==> config.mk <==
export PLATFORM = sky130hd
export DESIGN_NAME = lutram_fifo_ctrl
export DESIGN_NICKNAME = d
export VERILOG_FILES = /design/src/rtl/lutram_fifo_ctrl.sv
export SDC_FILE = /design/constraint.sdc
export NUM_CORES = 1
export LEC_CHECK = 0
export BUFFER_PORTS_ARGS = -buffer_cell sky130_fd_sc_hd__buf_2
export CELL_PAD_IN_SITES_DETAIL_PLACEMENT = 0
export CELL_PAD_IN_SITES_GLOBAL_PLACEMENT = 1
export CORE_UTILIZATION = 31
export DETAILED_ROUTE_END_ITERATION = 7
export PLACE_DENSITY = 0.79
export SLEW_MARGIN = 5
export SYNTH_ARGS = -nofsm -noshare
export SYNTH_HDL_FRONTEND = slang
export SYNTH_SLANG_ARGS = --single-unit
==> constraint.sdc <==
create_clock -name clk_in -period 5.4 [get_ports clk_in]
set_input_delay 1.08 -clock clk_in [delete_from_list [all_inputs] [get_ports clk_in]]
set_output_delay 1.08 -clock clk_in [all_outputs]
set_load 0.05 [all_outputs]
==> src/rtl/lutram_fifo_ctrl.sv <==
// rtl/lutram_fifo_ctrl.sv - first-word-fall-through FIFO control around a ReadFirst dual-port LUTRAM
module lutram_fifo_ctrl #(
    parameter int BYTE_LEN_IN_BITS           = 8,
    parameter int SINGLE_ENTRY_WIDTH_IN_BITS = 64,
    parameter int NUM_SET                    = 64,
    parameter int SET_PTR_WIDTH_IN_BITS      = $clog2(NUM_SET),
    parameter int WRITE_MASK_LEN             = SINGLE_ENTRY_WIDTH_IN_BITS / BYTE_LEN_IN_BITS
) (
    input  logic                                  clk_in,
    input  logic                                  reset_in,

    input  logic                                  request_valid_in,
    input  logic [SINGLE_ENTRY_WIDTH_IN_BITS-1:0] request_in,
    output logic                                  request_ack_out,

    output logic                                  issue_valid_out,
    output logic [SINGLE_ENTRY_WIDTH_IN_BITS-1:0] issue_out,
    input  logic                                  issue_ack_in,

    output logic                                  write_port_access_en_out,
    output logic [WRITE_MASK_LEN-1:0]             write_port_write_en_out,
    output logic [SET_PTR_WIDTH_IN_BITS-1:0]      write_port_access_set_addr_out,
    output logic [SINGLE_ENTRY_WIDTH_IN_BITS-1:0] write_port_data_out,

    output logic                                  read_port_access_en_out,
    output logic [SET_PTR_WIDTH_IN_BITS-1:0]      read_port_access_set_addr_out,
    input  logic [SINGLE_ENTRY_WIDTH_IN_BITS-1:0] read_port_data_in,

    output logic                                  fifo_full_out,
    output logic                                  fifo_empty_out
);

    localparam int CW = SET_PTR_WIDTH_IN_BITS + 1;
    localparam logic [CW-1:0] FULL_COUNT = CW'(NUM_SET);

    logic [SET_PTR_WIDTH_IN_BITS-1:0]      wr_ptr;
    logic [SET_PTR_WIDTH_IN_BITS-1:0]      rd_ptr;
    logic [CW-1:0]                         ram_count;
    logic                                  inflight;
    logic [SINGLE_ENTRY_WIDTH_IN_BITS-1:0] out_buf [2];
    logic                                  head;
    logic [1:0]                            buf_count;

    logic       full;
    logic       enq;
    logic       deq;
    logic       rd_issue;
    logic       tail;
    logic [2:0] pending;

    // Full looks only at registered RAM occupancy, so a same-cycle read never
    // frees the slot being written and the two ports never share an address.
    assign full            = (ram_count == FULL_COUNT);
    assign request_ack_out = ~reset_in & ~full;
    assign enq             = request_valid_in & request_ack_out;

    assign issue_valid_out = (buf_count != 2'd0);
    assign issue_out       = issue_valid_out ? out_buf[head] : '0;
    assign deq             = issue_valid_out & issue_ack_in;

    // Entries already committed to the output buffer (held or on their way
    // back from the LUTRAM); a new read is issued only if it will have a slot.
    assign pending  = {1'b0, buf_count} + {2'b00, inflight};
    assign rd_issue = (ram_count != '0) & (pending < (3'd2 + {2'b00, deq}));

    // With one entry buffered the free slot is the one after head; a capture
    // never coincides with a full buffer, so bit 0 of buf_count suffices.
    assign tail = head ^ buf_count[0];

    assign write_port_access_en_out       = enq;
    assign write_port_write_en_out        = {WRITE_MASK_LEN{enq}};
    assign write_port_access_set_addr_out = wr_ptr;
    assign write_port_data_out            = request_in;

    assign read_port_access_en_out       = rd_issue;
    assign read_port_access_set_addr_out = rd_ptr;

    assign fifo_full_out  = full;
    assign fifo_empty_out = (ram_count == '0) & ~inflight & (buf_count == 2'd0);

    // RAM pointers, occupancy and the outstanding-read flag.
    always_ff @(posedge clk_in or posedge reset_in) begin
        if (reset_in) begin
            wr_ptr    <= '0;
            rd_ptr    <= '0;
            ram_count <= '0;
            inflight  <= 1'b0;
        end else begin
            if (enq) begin
                wr_ptr <= wr_ptr + 1'b1;
            end
            if (rd_issue) begin
                rd_ptr <= rd_ptr + 1'b1;
            end
            ram_count <= ram_count + CW'(enq) - CW'(rd_issue);
            inflight  <= rd_issue;
        end
    end

    // Output buffer bookkeeping: head advances on dequeue, count tracks capture vs dequeue.
    always_ff @(posedge clk_in or posedge reset_in) begin
        if (reset_in) begin
            head      <= 1'b0;
            buf_count <= 2'd0;
        end else begin
            if (deq) begin
                head <= ~head;
            end
            case ({inflight, deq})
                2'b10:   buf_count <= buf_count + 2'd1;
                2'b01:   buf_count <= buf_count - 2'd1;
                default: buf_count <= buf_count;
            endcase
        end
    end

    // Returning LUTRAM data lands at the buffer tail; reset clears inflight so
    // a read outstanding across reset is never captured.
    always_ff @(posedge clk_in) begin
        if (inflight) begin
            out_buf[tail] <= read_port_data_in;
        end
    end

endmodule

---- Word level (Yosys, flattened, before mapping) ----
Memories as Yosys holds them, arrays and structs flattened.
Index checks and enable logic that the tools add are counted.
word-level totals
  logic and storage cells ................. 39
  output and inout bits ................... 154
  bits in writable memories ............... 128
  register bits ........................... 23
  memories kept ........................... 1
  input bits .............................. 132
memories
  name     depth  width  rd ports  clocked after memory_dff  write ports  RTL line  text
  out_buf  2      64     1         0                         1            40        logic [SINGLE_ENTRY_WIDTH_IN_BITS-1:0] out_buf [2];
operators by class
  bitwise logic cells ..................... 11
  muxes and demuxes ....................... 4
  eq/ne operators ......................... 3
  reduce and logical (&&, ||, !) cells .... 5
  $add $sub $neg .......................... 8
  order comparisons ....................... 1
operators with widths
  operator                                             number
  2-to-1 mux 64 bit                                    1
  adder 6 x 1 -> 6 bit, second input constant          2
  adder 7 x 1 -> 7 bit                                 1
  equality test 7 bit, second input constant           1
  logical NOT 7 bit                                    1
  nonzero test 7 bit                                   1
  subtractor 7 x 1 -> 7 bit                            1
  bitwise AND 1 bit                                    6
  inverter 1 bit                                       4
  case mux 2 bit (2 select lines)                      1
  nonzero test 2 bit                                   2
  adder 2 x 1 -> 3 bit                                 1
  adder 2 x 1 -> 3 bit, first input constant           1
  less-than comparator 3 bit                           1
  adder 2 x 1 -> 2 bit, second input constant          1
  equality test 2 x 1 -> 1 bit, second input constant  1
  equality test 2 bit, second input constant           1
  logical NOT 2 bit                                    1
  2-to-1 mux 1 bit                                     2
  subtractor 2 x 1 -> 2 bit, second input constant     1
  bitwise XOR 1 bit                                    1

---- Depth between registers and ports, before layout ----
  depth in word-level cells ............... 6
  mapped depth ............................ 15
  gate-level depth less buffers ........... 15

---- Worst setup path before layout ----
Ideal clock, no wire load.
  path type ............................... register to register
  start ................................... reg head
  end ..................................... mem out_buf[0][0] (enable)
  required time ........................... 4914 ps
  path buffers ............................ 2
  library setup time ...................... 486 ps
  path slack .............................. 1474 ps
  data arrival time ....................... 3439 ps
  stages on the path, launching flop included .. 5
  clock period less this slack ............ 3926 ps
  cells stage by stage .................... dfrtp_1 clkbuf_1 buf_4 xor2_1 nor2_1
between the ends
  longest elaborated chain between the ends .. 1
RTL lines
  element                 RTL line  text
  start, declared         41        logic head;
  start signal, assigned  107       head <= ~head;
  bitwise XOR 1 bit       68        assign tail = head ^ buf_count[0];
  end, declared           40
No other way between the ends.

---- Final worst setup path ----
  start ................................... reg buf_count[0]
  end ..................................... out issue_out[22]
between the ends
  longest elaborated chain between the ends .. 2
RTL lines
  element                 RTL line  text
  start, declared         42        logic [1:0] buf_count;
  start signal, assigned  110       2'b10: buf_count <= buf_count + 2'd1;
  start signal, assigned  111       2'b01: buf_count <= buf_count - 2'd1;
  start signal, assigned  112       default: buf_count <= buf_count;
  nonzero test 2 bit      57        assign issue_valid_out = (buf_count != 2'd0);
  2-to-1 mux 64 bit       58        assign issue_out = issue_valid_out ? out_buf[head] : '0;
  end, declared           17        output logic [SINGLE_ENTRY_WIDTH_IN_BITS-1:0] issue_out,
No other way between the ends.

==> summary.md <==
| Metric | Value |
|---|---|
| Wire per inst | 17.2 um |
| CTS tree | built |
| Drt initial violations | 114 |
| Longest Clk Path Bufs | 2 |
| Post-layout util | 36.9% |
| N_diodes | 0 |
| Largest net degree at the start of global routing | 65 |
| Syn Area/Cell | 14.3 sq um |
| Worst Skew | 0.00740 ns |
| First-pass DRT Iterations | 4 |
| Setup Fix Bufs, Post-CTS | 0 |
| ANT nets after route | 0 |
| Cell chosen for the clock root | clkbuf_16 |
| IO Count | 286 |
| Max-Cap Viols | 0 |
| Final #Nets | 704 |
| Crit path cell chain | nor2_4 -> buf_4 -> nor2_1 -> buf_2 |
| Hold Buf Count CTS | 0 |
| Setup tns final | 0 ns |
| CP max-delay cell | nor2_4 |
| Async SR Flop Fraction | 15.2% |
| Final WL | 14,500 um |
| Routability cong. | 0.753 |
| FILL cells | 2,051 |
| Post-synth top flop | edfxtp_1 |
| Commonest non-fill, non-tap cells in the layout | buf_2 (157), edfxtp_1 (128), nor2_1 (66), mux2i_1 (64), dfrtp_1 (22) |
| Finished Cell Area | 0.00776 sq mm |
| Initial Utilization | 31.6% |
| R2R Setup Slk | 2.31 ns |
| Cells on worst reg2reg path | 14 |
| Placed Cells | 813 |
| Fin cells | 844 |
| Reg-to-Reg End | ram_count[6] |
| #FFs+latches synth | 151 |
| Most common cell after layout, fill and taps aside | buf_2 |
| Clk_lat worst skew | 0.41 ns |
| Worst EP arrival | 2.55 ns |
| Net Count, Synth | 611 |
| Initial antenna violation count | 1 |
| Total global-route track usage | 13.2% |
| Slew @ Worst Pin | 1.15 ns |
| Outcome | finished, final reports clean |
| Number of flops mapped to enable cells by yosys | 128 |
| Vias in the first global route | 3,510 |
| Critical Path Fanout Max | 49 |
| HPWL after detailed placement | 10,500 um |
| First-pass GRT wire length | 20,900 um |
| CTS buffer count | 17 |
| Syn-to-layout area delta | 16.7% |
| Min cycle time layout | 3.63 ns |
| Final hold violations | 0 |
| Die ar. | 0.0220 sq mm |
| Worst Hold Class | reg -> reg |
| # DRC | 0 |
| IO buf count | 157 |
| Rel. slew slack | 23.3% |
| Mapped Area | 0.00665 sq mm |
| Sequential element share of the synthesized area | 66.4% |
| Clk slew on worst S/H paths | 0.06 ns |
| Worst path max stage delay | 0.90 ns |
| Data required, critical path | 4.32 ns |
| Core Area | 0.0210 sq mm |
| HP Start | read_port_access_set_addr_out[5] |
| Start of the worst register-to-register path | buf_count[0] |
| Die Ht | 148 um |
| Pins Over Slew Limit | 0 |
| Multi-input gate area | 0.00157 sq mm |
| Gr ovfl total | 0 |
| Crit Path Class | reg -> out |
| Period Utilization, post-route | 67.1% |
| Via/cell ratio | 4.35 |
| Sequential Area | 0.00442 sq mm |
| Unrepaired setup endpoints after global routing | false |
| YS warnings | 0 |
| DP Area | 0.00722 sq mm |
| Die width | 148 um |
| Number of library cell types mapped by synthesis | 38 |
| Rows | 53 |
| Vias | 3,669 |
| Final setup fails | 0 |
| Sink Count | 151 |
| Startpoint Class | flip-flop |
| Hold endpoint | read_port_access_set_addr_out[5] |
| CP endpoint kind | output port |
| Highest Clock Rate | 276 MHz |
| Number of gates resized after cts | 0 |
| Cells after Synth | 464 |
| Hold Path Depth | 1 |
| Layout cells sized above 1 | 35.5% |
| H-tree Lvls | 4 |
[area by class of cell]
class                           count  share of cell area (%)
Inverter                           18                   0.871
Sequential cell                   151                    57.0
Clock buffer                       19                    5.58
Clock inverter                     12                    1.34
Multi-Input combinational cell    208                    20.3
Timing Repair Buffer              161                    10.5
Tap cell                          275                    4.43
[metrics by stage]
| stage | setup slack [ns] | hold WS, ns |
|---|---|---|
| floorplan | 1.47 | 0.506 |
| global placement | 2.03 | 0.460 |
| detailed placement | 1.97 | 0.463 |
| CTS | 1.67 | 0.471 |
| global route | 1.57 | 0.501 |
| finish | 1.77 | 0.472 |
[kinds of logic (layout without fill, tap and decap cells)]
kind of cell    count (synthesis)  after routing  synth area share, %
buf+inv                       105            210                 10.2
fa+ha+maj                      15             15                 2.93
compound gates                 14             14                 1.58
xor+xnor                       19             19                 2.50
flops                         151            151                 66.4
mux                            66             66                 10.1
simple gates                   94             94                 6.30
[critical path: cells and delay by family (launching register included)]
family | cells | cell delay [ns]
simple gates | 2 | 0.99
buf+inv | 2 | 0.59
flops | 1 | 0.49
[sequential cells by signal, indices dropped and copies added (netlist names)]
| register | flops |
|---|---|
| ram_count | 7 |
| buf_count | 2 |
| out_buf | 128 |
| head | 1 |
| read_port_access_set_addr_out | 6 |
| inflight | 1 |
| write_port_access_set_addr_out | 6 |
[cell usage after synthesis, types with 3 or more instances]
master	number	area share, %
mux2i_1	64	9.6
ha_1	14	2.6
dfrtp_1	23	8.7
nor2_1	68	3.8
buf_2	7	0.53
buf_4	73	8.2
nand3_1	6	0.45
and3_1	3	0.28
xnor2_1	14	1.8
inv_1	18	1.0
xor2_1	5	0.66
buf_1	5	0.28
nand2_1	3	0.17
edfxtp_1	128	58
[worst max path at each step]
stage                 startpoint  slack, ns  depth (start not counted)       endpoint
finish              buf_count[0]       1.77                          4  issue_out[22]
global route        buf_count[0]       1.57                          4  issue_out[22]
CTS                 buf_count[0]       1.67                          4  issue_out[22]
detailed placement  issue_ack_in       1.97                         14   ram_count[6]
global placement    issue_ack_in       2.03                         14   ram_count[6]
floorplan                   head       1.47                          4  out_buf[0][0]
[routing by layer]
metal | vias to the layer above | part of all wire, % | track usage (%)
met5 | - | 0.090 | 0
met4 | 2 | 1.3 | 4.90
met3 | 24 | 10 | 5.98
met2 | 177 | 52 | 23.2
met1 | 1723 | 36 | 13.7
li1 | 1743 | - | -
Power is left out: the tool's default activity adds up to more than one toggle a clock period on the data nets, which glitch-free logic cannot reach.
